<file path="src/rtl/product_accumulator_if.sv">
// ---------------------------------------------------------------------------
// product_accumulator_if
// Purpose : bundles the product input stream, the abort control and the
//           result output stream of product_accumulator.
// Signals : PROD[7:0]      unsigned product from the upstream multiplier
//           in_valid       PROD is valid this cycle
//           in_ready       accumulator accepts PROD this cycle
//           clear          synchronous abort of the current accumulation
//           SUM[ACC_W-1:0] accumulated result, valid while out_valid=1
//           out_valid      SUM holds a completed result
//           out_ready      downstream consumes SUM this cycle
//           OVF            result wrapped modulo 2^ACC_W (qualified by out_valid)
// Modports: master - the side that supplies products and consumes results
//           slave  - the accumulator itself
// ---------------------------------------------------------------------------
interface product_accumulator_if #(
  parameter int ACC_W = 12
);
  logic [7:0]       PROD;
  logic             in_valid;
  logic             in_ready;
  logic             clear;
  logic [ACC_W-1:0] SUM;
  logic             out_valid;
  logic             out_ready;
  logic             OVF;

  modport master (
    output PROD, in_valid, clear, out_ready,
    input  in_ready, SUM, out_valid, OVF
  );

  modport slave (
    input  PROD, in_valid, clear, out_ready,
    output in_ready, SUM, out_valid, OVF
  );
endinterface

</file>
<file path="src/rtl/product_accumulator.sv">
// ---------------------------------------------------------------------------
// product_accumulator
// Purpose : sums COUNT unsigned 8-bit products into an ACC_W-bit result
//           (modulo 2^ACC_W, with a sticky wrap flag), then holds the result
//           until the downstream consumer takes it.
// Params  : COUNT  products summed per result (1..16)
//           ACC_W  accumulator / SUM width in bits (8..16)
// Ports   : clk    rising-edge clock
//           rst_n  asynchronous active-low reset
//           bus    product_accumulator_if.slave (PROD/in_valid/in_ready,
//                  clear, SUM/OVF/out_valid/out_ready)
// ---------------------------------------------------------------------------
module product_accumulator #(
  parameter int COUNT = 4,
  parameter int ACC_W = 12
) (
  input  logic                  clk,
  input  logic                  rst_n,
  product_accumulator_if.slave  bus
);

  localparam int CNT_W = $clog2(COUNT + 1);

  typedef enum logic {
    ACCUM = 1'b0,
    HOLD  = 1'b1
  } state_t;

  state_t             state_q, state_d;
  logic [ACC_W-1:0]   acc_q,   acc_d;
  logic [CNT_W-1:0]   cnt_q,   cnt_d;
  logic               ovf_q,   ovf_d;

  logic               accept;
  logic [ACC_W:0]     sum_ext;

  // Zero-extends the product and adds it to the accumulator; the extra top
  // bit of the result is the carry out of bit ACC_W-1.
  function automatic logic [ACC_W:0] add_wrap(
    input logic [ACC_W-1:0] acc,
    input logic [7:0]       prod
  );
    logic [ACC_W:0] a_ext;
    logic [ACC_W:0] p_ext;
    a_ext    = {1'b0, acc};
    p_ext    = {{(ACC_W + 1 - 8){1'b0}}, prod};
    add_wrap = a_ext + p_ext;
  endfunction

  // ---- next-state / datapath ----
  always_comb begin
    state_d = state_q;
    acc_d   = acc_q;
    cnt_d   = cnt_q;
    ovf_d   = ovf_q;
    accept  = bus.in_valid && (state_q == ACCUM);
    sum_ext = add_wrap(acc_q, bus.PROD);

    if (bus.clear) begin
      // Abort wins over a simultaneous accept or result handshake.
      state_d = ACCUM;
      acc_d   = '0;
      cnt_d   = '0;
      ovf_d   = 1'b0;
    end else begin
      unique case (state_q)
        ACCUM: begin
          if (accept) begin
            acc_d = sum_ext[ACC_W-1:0];
            ovf_d = ovf_q | sum_ext[ACC_W];
            cnt_d = cnt_q + CNT_W'(1);
            if (cnt_q == CNT_W'(COUNT - 1)) begin
              state_d = HOLD;
            end
          end
        end
        HOLD: begin
          // Result consumed: restart empty; new input is taken next cycle.
          if (bus.out_ready) begin
            state_d = ACCUM;
            acc_d   = '0;
            cnt_d   = '0;
            ovf_d   = 1'b0;
          end
        end
        default: begin
          state_d = ACCUM;
        end
      endcase
    end
  end

  // ---- state registers ----
  always_ff @(posedge clk or negedge rst_n) begin
    if (!rst_n) begin
      state_q <= ACCUM;
      acc_q   <= '0;
      cnt_q   <= '0;
      ovf_q   <= 1'b0;
    end else begin
      state_q <= state_d;
      acc_q   <= acc_d;
      cnt_q   <= cnt_d;
      ovf_q   <= ovf_d;
    end
  end

  // ---- outputs (registered state only) ----
  assign bus.in_ready  = (state_q == ACCUM);
  assign bus.out_valid = (state_q == HOLD);
  assign bus.SUM       = acc_q;
  assign bus.OVF       = ovf_q;

endmodule

</file>
<file path="src/flat_wrapper.sv">
// flat-port wrapper written by rule: the top's interface ports become plain ports
module product_accumulator_flat 
#(
  parameter int COUNT = 4,
  parameter int ACC_W = 12
)
  (clk, rst_n, bus_PROD, bus_in_valid, bus_clear, bus_out_ready, bus_in_ready, bus_SUM, bus_out_valid, bus_OVF);
  product_accumulator_if #(.ACC_W(ACC_W)) bus_i ();
  input  logic clk;
  input  logic rst_n;
  input wire logic [$bits(bus_i.PROD)-1:0] bus_PROD;
  input wire logic [$bits(bus_i.in_valid)-1:0] bus_in_valid;
  input wire logic [$bits(bus_i.clear)-1:0] bus_clear;
  input wire logic [$bits(bus_i.out_ready)-1:0] bus_out_ready;
  output wire logic [$bits(bus_i.in_ready)-1:0] bus_in_ready;
  output wire logic [$bits(bus_i.SUM)-1:0] bus_SUM;
  output wire logic [$bits(bus_i.out_valid)-1:0] bus_out_valid;
  output wire logic [$bits(bus_i.OVF)-1:0] bus_OVF;
  assign bus_i.PROD = bus_PROD;
  assign bus_i.in_valid = bus_in_valid;
  assign bus_i.clear = bus_clear;
  assign bus_i.out_ready = bus_out_ready;
  assign bus_in_ready = bus_i.in_ready;
  assign bus_SUM = bus_i.SUM;
  assign bus_out_valid = bus_i.out_valid;
  assign bus_OVF = bus_i.OVF;
  product_accumulator #(.COUNT(COUNT), .ACC_W(ACC_W)) u_core (.clk(clk), .rst_n(rst_n), .bus(bus_i));
endmodule
</file>
<file path="config.mk">
export PLATFORM = sky130hd
export DESIGN_NAME = product_accumulator_flat
export DESIGN_NICKNAME = d
export VERILOG_FILES = /design/src/rtl/product_accumulator_if.sv /design/src/rtl/product_accumulator.sv /design/src/flat_wrapper.sv
export SDC_FILE = /design/constraint.sdc
export NUM_CORES = 1
export LEC_CHECK = 0
export BUFFER_PORTS_ARGS = -buffer_cell sky130_fd_sc_hd__clkbuf_2
export CORE_ASPECT_RATIO = 0.6
export CORE_MARGIN = 1
export CORE_UTILIZATION = 40
export DETAILED_ROUTE_END_ITERATION = 16
export PLACE_DENSITY = 0.74
export SLEW_MARGIN = 0
export SYNTH_ARGS = -nofsm -noshare
export SYNTH_HDL_FRONTEND = slang
export SYNTH_SLANG_ARGS = --single-unit
export TNS_END_PERCENT = 50
</file>
<file path="constraint.sdc">
create_clock -name clk -period 6.08 [get_ports clk]
set_input_delay 1.216 -clock clk [delete_from_list [all_inputs] [get_ports clk]]
set_output_delay 1.216 -clock clk [all_outputs]
set_load 0.02 [all_outputs]
</file>
Word-level counts from Yosys, hierarchy flattened. Cells that the tools add are included.

Register bits after elaboration: 17. Input bits: 13. Output and inout port bits: 15. Word-level logic and storage cells: 30.

Add/sub/neg operators: 2. Equality and inequality tests: 3. Muxes and demuxes: 17. Bitwise logic cells: 2. Reduce and logical (&&, ||, !) cells: 2.

Operators with widths (count): 12-bit two-way mux (3); 12-bit case mux with 2 select lines (1); 12-bit by 8-bit adder with 13-bit output (1); 3-bit two-way mux (3); 1-bit two-way mux (7); 3-bit case mux with 2 select lines (1); 1-bit case mux with 2 select lines (2); 3-bit by 1-bit adder with 3-bit output, second input constant (1); 3-bit by 2-bit == test with 1-bit output, second input constant (1); 3-bit by 2-bit inequality test with 1-bit output, second input constant (1); 3-bit inequality test, second input constant (1); 2-bit AND reduction (1); 1-bit logical AND (1); 1-bit inverter (1); 1-bit OR (1).

Logic depth before layout (Yosys ltp).
Depth in word-level cells: 5. Mapped depth: 7. Depth with buffers taken out: 7.

Worst setup path before layout. Ideal clock, no wire load.

Path type: input to register. Start point: input bus_PROD[0]. End point: register u_core.ovf_q, in the netlist u_core.bus.OVF. Library setup time: 121 ps. Data arrival time: 2669 ps. Data required time: 5959 ps. Path slack: 3290 ps. Cell stages on the path: 7. Path buffers: 0. Path through: ha_1 -> fa_1 -> a21o_1 -> a221oi_2 -> a21oi_1 -> a41oi_1 -> nor2_1.

Word-level cells in the longest chain between the ends: 5.

Ends and longest elaborated chain: start: declaration (line flat_wrapper.sv:11) `input wire logic [$bits(bus_i.PROD)-1:0] bus_PROD;`; 12-bit by 8-bit adder with 13-bit output (line product_accumulator.sv:47) `add_wrap = a_ext + p_ext;`; 1-bit OR (line product_accumulator.sv:70) `ovf_d = ovf_q | sum_ext[ACC_W];`; 1-bit two-way mux (line product_accumulator.sv:68) `if (accept) begin`; 1-bit case mux with 2 select lines (line product_accumulator.sv:66) `unique case (state_q)`; 1-bit two-way mux (line product_accumulator.sv:59) `if (bus.clear) begin`; end signal: assignment (line product_accumulator.sv:104) `ovf_q <= ovf_d;`; end: declaration (line product_accumulator.sv:32) `logic ovf_q, ovf_d;`.

No other way between the ends. The select of a mux whose other input is x is not followed. A chain may end at the register's enable or synchronous reset.

Worst setup path in the final report. Same ends and word-level chain as after synthesis.

==> impl_results.md <==
- Path category of the worst min-delay check: reg2reg
- Pin count of the biggest net entering global routing: 18
- Met3 Routed Length: 168 um
- Crit path largest cell delay: 410 ps
- Count of cells along the worst hold path: 1
- CP top delay family: compound AO/OA/AOI/OAI gates
- Antenna diode count: 0
- Top cell type by total area after synthesis: sky130_fd_sc_hd__dfrtp_1
- Per-instance average area after synthesis: 9.65 um^2
- Max-Slew Margin vs Limit: 34.0%
- GP Congestion: 0.838
- Fraction of synthesized cell area taken by the top area cell type: 41.2%
- Critical register-to-register path startpoint: u_core.bus.SUM[0]
- Die area: 2790 um^2
- Setup Crit Path Kind: in2reg
- Top Metal Used: met4
- Outcome: completed
- Post-DP HPWL: 1820 um
- Period Utilization, post-route: 45.7%
- Unrepaired setup endpoints after global routing: no
- Drt wl/cell: 13.9 um
- Net Sw Frac: 33.8%
- Crit Reg-Reg Endpoint: u_core.bus.OVF
- Overflow left after global routing: 0
- Highest clock rate: 0.360 GHz
- Number of CTS-inserted buffers: 3
- Clock tree from TritonCTS: done
- Relative contribution of sequential cells to total power: 41.4%
- Layout Area Growth over Synthesis: 20.6%
- Number of setup buffers added after CTS: 0
- Synth warn: 0
- Clock sink count: 17
- Width of the die: 67.6 um
- Worst path arrival time: 2910 ps
- Mapped Cells: 107
- Maximum Capacitance Violations: 0
- Crit path required time: 6220 ps
- Largest cells by area after synthesis: sky130_fd_sc_hd__dfrtp_1 (41%), sky130_fd_sc_hd__ha_1 (12%), sky130_fd_sc_hd__o21ai_0 (6.3%), sky130_fd_sc_hd__nand2_1 (4.4%), sky130_fd_sc_hd__xor2_1 (4.2%)
- Post-CTS Resized: 0
- Share of post-route cells with drive strength above 1: 23.4%
- Initial antenna violation count: 0
- Pint: 0.000212 W
- Final count of negative-setup-slack endpoints: 0
- Measured slew at the worst slew-check pin: 987 ps
- Initial core utilization: 45.0%
- Post-detailed-route via-to-cell ratio: 5.57
- Final hold violations: 0
- Largest fanout of any net on the critical path: 3
- Worst hold margin: 499 ps
- Final wirelength: 2310 um
- Number of placement rows: 13
- Flop and latch count out of synthesis: 17
- CP endpoint kind: flip-flop
- Clock latency of the later-clocked register in the worst-skew pair: 250 ps
- Mapped Area: 1030 um^2
- Worst setup path startpoint: bus_PROD[0]
- Design Power: 0.000321 W
- Total core area: 2290 um^2
- Cell-by-cell trace of the critical path: clkbuf_2 > ha_1 > fa_1 > a21o_1 > a221oi_2 > a21oi_1 > a41oi_1 > nor2_1
- Drt initial violations: 41
- Clock Path Buffers: 2
- Final-stage net count: 162
- First-pass iteration count of the detailed router: 5
- Number of distinct library cell variants in the gate-level netlist after synthesis: 28
- Fraction of power consumed by combinational cells: 32.2%
- Power per cell area: 258 nW/um^2
- Kind of start point of the critical path: input pin
- Height of the die: 41.4 um
- Net switching power: 0.000108 W
- Filler cell count in the final layout: 207
- Total Neg Setup Slack: 0 ps
- H-tree depth: 1
- Port-buffer cells: 27
- Ports: 28
- LEAKAGE: 0.643 nW
- Hold Path End: u_core.cnt_q[0]
- Clock network power share: 26.3%
- Clock Root Buffer: sky130_fd_sc_hd__clkbuf_8
- Wire length of the first global-routing pass: 3710 um
- Number of buffers inserted for hold repair after clock tree synthesis: 0
- Pins Over Slew Limit: 0
- Slowest-stage cell, CP: sky130_fd_sc_hd__fa_1
- Reg-to-reg setup timing slack: 3920 ps
- Clock-pin transition on the worst setup and hold timing paths: 60 ps
- Global Route Usage Sum: 19.5%
- Worst R2R Path Depth: 7
- Number of DRC violations after detailed routing: 0
- Sequential element share of the synthesized area: 41.2%
- Count of buffer and inverter cells on the critical path: 1
- Met2 Routed Length: 944 um
- Clock Skew: 0.594 ps
- Antenna viol nets, final: 0
- Total vias in the final route: 931
- Worst VDD drop: 130 uV
- Launch instance of the worst min-delay path: u_core.cnt_q[0]
- Vias in the first global route: 805
- M1 WL: 1180 um
- Min Clock Period, post-route: 2780 ps
- Number of nets in the synthesized netlist: 131
## final cells by class
cell class / count / area (um^2) / share of cell area, %
Tap cell: 30 / 37.5 / 3.02
Timing Repair Buffer: 27 / 135 / 10.9
Multi-Input combinational cell: 85 / 587 / 47.1
Inverter: 4 / 15.0 / 1.21
Sequential cell: 17 / 425 / 34.2
Clock buffer: 4 / 45.0 / 3.62
## per-layer routing
metal  GRT usage (%)  vias up
met4            4.26        0
met2            29.7       47
li1                -      454
met1            26.8      425
met3            6.79        5
met5               0        -
## cell usage in the layout (no fill, tap or decap), types with 2 or more instances in the layout
master,netlist,layout
sky130_fd_sc_hd__a21o_1,5,5
sky130_fd_sc_hd__a21oi_1,8,8
sky130_fd_sc_hd__o211ai_1,2,2
sky130_fd_sc_hd__dfrtp_1,17,17
sky130_fd_sc_hd__ha_1,10,10
sky130_fd_sc_hd__or3_1,3,3
sky130_fd_sc_hd__clkbuf_2,0,27
sky130_fd_sc_hd__a22o_1,4,4
sky130_fd_sc_hd__clkbuf_8,0,3
sky130_fd_sc_hd__o21a_1,2,2
sky130_fd_sc_hd__nand2_1,12,12
sky130_fd_sc_hd__xor2_1,5,5
sky130_fd_sc_hd__inv_1,4,4
sky130_fd_sc_hd__o21ai_0,13,13
sky130_fd_sc_hd__nor2_1,7,7
## registers in the layout, indices dropped and copies added (netlist names)
register,count
u_core.bus.OVF,1
u_core.bus.SUM,12
u_core.bus.out_valid,1
u_core.cnt_q,3
## power groups by stage
stage | Combinational [W] | Sequential (W) | Clock [W]
after floorplan | 0.0000626 | 0.000145 | 0
after global routing | 0.000116 | 0.000135 | 0.0000912
after detailed placement | 0.000103 | 0.000135 | 0
final | 0.000103 | 0.000133 | 0.0000844
after global placement | 0.000101 | 0.000134 | 0
after CTS | 0.000104 | 0.000133 | 0.0000853
## how the worst max path moves through the flow
stage                                    end  slack, ps  cells past startpoint
after floorplan               u_core.bus.OVF       3290                      7
after global placement        u_core.bus.OVF       3110                      8
after detailed placement      u_core.bus.OVF       3040                      8
after CTS                     u_core.bus.OVF       3300                      8
after global routing      u_core.bus.SUM[10]       3180                      8
final                         u_core.bus.OVF       3300                      8
## Yosys cell counts (all sizes together)
master	count
a211oi	1
a21o	5
a21oi	8
a221oi	1
a22o	4
a2bb2oi	1
a31oi	1
a41oi	1
and3	1
buf	1
dfrtp	17
fa	1
ha	10
inv	4
nand2	12
nand2b	1
nand3	1
nor2	7
nor3	1
o211ai	2
o21a	2
o21ai	14
o21bai	1
o22ai	1
or3	3
xnor2	1
xor2	5
## kinds of logic (layout without fill, tap and decap cells)
kind of cell	Yosys count	after routing	synth area share [%]
adder cells (fa/ha/maj)	11	11	14.1
flip-flops	17	17	41.2
buffers and inverters	5	35	1.94
AO/OA/AOI/OAI	42	42	26.8
AND/OR/NAND/NOR	26	26	10.9
XOR/XNOR	6	6	5.09
## stage by stage
step / area [um^2] / utilization [%] / cells / setup WS, ps
after floorplan: 1030 / - / 107 / 3290
after global placement: 1200 / 52.3 / 163 / 3110
after detailed placement: 1200 / 52.3 / 163 / 3040
after CTS: 1240 / 54.3 / 167 / 3300
after global routing: 1240 / 54.3 / 167 / 3180
final: 1240 / 54.3 / 167 / 3300
(Power assumes the default switching activity.)
